$ cat config.mk
export PLATFORM = sky130hd
export DESIGN_NAME = mod_add_reduce
export DESIGN_NICKNAME = d
export VERILOG_FILES = /design/src/rtl/serial_mod_pkg.sv /design/src/rtl/mod_add_reduce.sv
export SDC_FILE = /design/constraint.sdc
export NUM_CORES = 1
export LEC_CHECK = 0
export CAP_MARGIN = 10
export CORE_AREA = 5 5 42 44
export DETAILED_ROUTE_END_ITERATION = 8
export DIE_AREA = 0 0 47 49
export SLEW_MARGIN = 20
export SYNTH_ARGS = -nofsm -noshare
export SYNTH_HDL_FRONTEND = slang
export SYNTH_SLANG_ARGS = --single-unit
$ cat constraint.sdc
create_clock -name vclk -period 5.45
set_clock_uncertainty 0.15 [all_clocks]
set_input_delay 0.545 -clock vclk [all_inputs]
set_output_delay 0.545 -clock vclk [all_outputs]
set_load 0.02 [all_outputs]
$ cat src/rtl/serial_mod_pkg.sv
// Shared definitions for the bit-serial modulo checker: divisor bounds, remainder width
// and the single conditional-subtract reduction step.
package serial_mod_pkg;

  localparam int unsigned MIN_DIVISOR = 2;
  localparam int unsigned MAX_DIVISOR = 255;

  // Bits needed to hold any remainder 0..divisor-1.
  function automatic int unsigned rem_width(input int unsigned divisor);
    return $clog2(divisor);
  endfunction

  // Reduce a value known to be < 2*divisor into 0..divisor-1 with one compare/subtract.
  // 9 bits covers 2*MAX_DIVISOR-1.
  function automatic logic [8:0] mod_reduce(input logic [8:0] value, input logic [8:0] divisor);
    return (value >= divisor) ? (value - divisor) : value;
  endfunction

endpackage

$ cat src/rtl/mod_add_reduce.sv
// (a + b + cin) mod DIVISOR for a, b < DIVISOR. The sum never reaches 2*DIVISOR, so a
// single conditional subtract at W+1 bits is a complete reduction.
module mod_add_reduce
  import serial_mod_pkg::*;
#(
  parameter int unsigned DIVISOR = 3,
  parameter int unsigned W       = rem_width(DIVISOR)
) (
  input  logic [W-1:0] a_i,
  input  logic [W-1:0] b_i,
  input  logic         cin_i,
  output logic [W-1:0] sum_o
);

  logic [W:0] sum;

  // Widen by one bit, add, then fold back into range.
  always_comb begin
    sum   = {1'b0, a_i} + {1'b0, b_i} + {{W{1'b0}}, cin_i};
    sum_o = W'(mod_reduce(9'(sum), 9'(DIVISOR)));
  end

endmodule

# Word-level counts from Yosys, hierarchy flattened
# Cells that the tools add are included.
# op_classes
n_lt_le_gt_ge,1
n_addsub,3
n_mux,1
# ops
cell,count
$add 2x2->3,1
$add 3x1->3,1
$ge 3x2->1 const B,1
$mux 2,1
$sub 2x2->2 const B,1
# totals
output_inout_bits,2
inputBits,5
ff_bits,0

# Longest topological paths before layout
# depth
depth_word,4
depth_mapped,5
mapped_depth_nobuf,5

# Worst setup path after synthesis
# OpenSTA, ideal clock, no wires.
# synth_path
path_type,input to output
startpoint,input port a_i[0]
endpoint,output port sum_o[0]
path_slack_ns,2.355
arrival_time_ns,2.400
required_time_ns,4.755
path_stages,5
cell_sequence,fa_1 fa_1 ha_1 or4b_1 o21ai_0
# synth_via
elab_chain_cells,4
word_cells_on_any_way,5
classes_between,add/sub (3); order compare (1); mux (1)
# synth_rtl
element,line,rtl
start: declaration,mod_add_reduce.sv:9,"input logic [W-1:0] a_i,"
$add 2x2->3 *,mod_add_reduce.sv:19,"sum = {1'b0, a_i} + {1'b0, b_i} + {{W{1'b0}}, cin_i};"
$add 3x1->3 *,mod_add_reduce.sv:19,
$ge 3x2->1 or $sub 2x2->2 (tied branches),serial_mod_pkg.sv:16,return (value >= divisor) ? (value - divisor) : value;
$mux 2 *,serial_mod_pkg.sv:16,
end: declaration,mod_add_reduce.sv:12,output logic [W-1:0] sum_o
# Every way passes the cells marked *; elsewhere a longest branch is shown, timed or not.

# Worst setup path in the final report
# Same ends and word-level chain as after synthesis.

==> flow_summary.json <==
{
  "synth_top_area_share_pct": 46.4,
  "synth_area_um2": 86.3,
  "die_h_um": 49,
  "drc": 0,
  "powerDensity_mw_per_mm2": 181,
  "power_frac_comb_pct": 100.0,
  "synthToLayoutAreaGrowth_pct": 104,
  "rsz0062_at_grt": "no",
  "synthAdderAreaFrac_pct": 60.9,
  "postSynthAreaPerCell_um2": 10.8,
  "drt_iter0_drc": 2,
  "p_int_uw": 17.5,
  "ys_top_cells_by_area": "fa_1 (46%), ha_1 (14%), o32a_1 (12%)",
  "crit_path_max_incr_delay_ns": 0.62,
  "setup_viol": 0,
  "final_area_um2": 176,
  "pin_count": 7,
  "crit_type": "in -> out",
  "syn_nets": 16,
  "synth-xor-area-share_pct": 0,
  "swShare_pct": 45.4,
  "hold_depth": 4,
  "viasPerCell": 2.84,
  "power_leakage_nw": 0.0589,
  "fin_crit_sh_pct": 74.5,
  "crit_chain": "clkdlybuf4s50_1, fa_1, fa_1, ha_1, or4b_1, o21ai_0, clkdlybuf4s50_1",
  "arrival_ns": 3.36,
  "port_buffers": 7,
  "first_global_vias": 94,
  "drv_cap": 0,
  "die_area_mm2": 0.00230,
  "slew_headroom_pct": 85.2,
  "tightest_slew_ns": 0.221,
  "clockPowerShare_pct": 0,
  "holdPathEnd": "sum_o[0]",
  "drt_wl_total_um": 188,
  "yosysSeqAreaShare_pct": 0,
  "routedWlPerCell_um": 6.06,
  "ir_drop_mv": 0.0720,
  "setup_slack_ns": 1.39,
  "drtAntennaViolNets": 0,
  "regArea_um2": 0,
  "antenna_cells": 0,
  "critical_path_required_ns": 4.76,
  "muxShareOfSynthArea_pct": 0,
  "nFillCells": 169,
  "dp_slack_ns": 1.37,
  "num_rows": 14,
  "final_util_pct": 12.6,
  "critPathSlowestCell": "clkdlybuf4s50_1",
  "synth-compound-area-share_pct": 17.4,
  "synth_warnings": 0,
  "hold_buffers": 0,
  "outcome": "complete, no violations",
  "place.gp.congestion": 0.567,
  "coreArea_mm2": 0.00140,
  "synth_top_area_cell": "fa_1",
  "synthSimpleGateAreaFrac_pct": 21.7,
  "cts_resized": 0,
  "post_cts_buffers": 0,
  "critPathCaptureType": "primary output",
  "tns_ns": 0,
  "finalCriticalPeriod_ns": 4.06,
  "drive_above_1_share_pct": 0,
  "hold_viol_final": 0,
  "grt_max_degree": 5,
  "holdWs_ns": 2.26,
  "flops_and_latches": 0,
  "p_seq_share_pct": 0,
  "dpl_cell_area_um2": 176,
  "hp-class": "in -> out",
  "p_switching_uw": 14.5,
  "slew_viol_final": 0,
  "multi_input_area_um2": 86.3,
  "dr.pass1.iters": 2,
  "grtUsageTotal_pct": 1.76,
  "grt_first_pass_wirelength_um": 345,
  "synth_top_family_by_area": "adder cells",
  "crit_fanout": 4,
  "ys_types": 7,
  "clkbuf_count": 0,
  "start_util_pct": 6.16,
  "antenna_found_initial": 0,
  "num_vias": 88,
  "grt_remaining_overflow": 0,
  "crit_start": "a_i[0]",
  "syn_inst": 8,
  "die_w_um": 47,
  "fmax_mhz": 246,
  "holdCritStartpoint": "cin_i",
  "startpoint_type": "primary input",
  "finalNetCount": 25
}
per-layer routing:
layer	global-route usage [%]	vias to the layer above	wire, um
met5	0	-	0
met4	0	0	0
met3	0	0	30
met2	2.71	7	48
met1	2.86	34	109
li1	-	47	-
cell usage in the layout (no fill, tap or decap):
| master | instances |
|---|---|
| clkdlybuf4s50_1 | 7 |
| fa_1 | 2 |
| nor2_1 | 1 |
| or4b_1 | 1 |
| o21ai_0 | 1 |
| nor3_1 | 1 |
| o32a_1 | 1 |
| ha_1 | 1 |
area by class of cell:
cell class,count,share of cell area [%]
multi-input cells,8,48.9
well taps,16,11.3
repair buffers,7,39.7
synthesized netlist by cell type:
cell type / instances
ha_1: 1
o21ai_0: 1
fa_1: 2
o32a_1: 1
nor2_1: 1
nor3_1: 1
or4b_1: 1
worst max-delay path: cells and delay by family:
kind / cells / cell delay [ns]
buffers and inverters: 2 / 1.05
adder cells (fa/ha/maj): 3 / 1.16
AO/OA/AOI/OAI: 1 / 0.08
AND/OR/NAND/NOR: 1 / 0.51
cell families (layout without fill, tap and decap cells):
family,count (synthesis),count (layout)
buf+inv,0,7
simple gates,3,3
compound gates,2,2
fa+ha+maj,3,3
how the worst max path moves through the flow:
| stage | endpoint | slack, ns |
|---|---|---|
| 2_1_floorplan | sum_o[0] | 2.35 |
| 3_3_place_gp | sum_o[0] | 1.41 |
| 3_5_place_dp | sum_o[0] | 1.37 |
| 4_1_cts | sum_o[0] | 1.37 |
| 5_1_grt | sum_o[0] | 1.27 |
| 6_report | sum_o[0] | 1.39 |
power by group through the flow:
stage               Combinational, mW  Clock, mW  Sequential [mW]
floorplan                      0.0177          0                0
global placement               0.0317          0                0
detailed placement             0.0323          0                0
CTS                            0.0325          0                0
global route                   0.0352          0                0
finish                         0.0320          0                0
per-stage QoR:
stage	std cells	power [mW]
global route	31	0.0352
CTS	31	0.0325
detailed placement	31	0.0323
floorplan	8	0.0177
finish	31	0.0320
global placement	31	0.0317
Power figures use the tool's default switching activity.
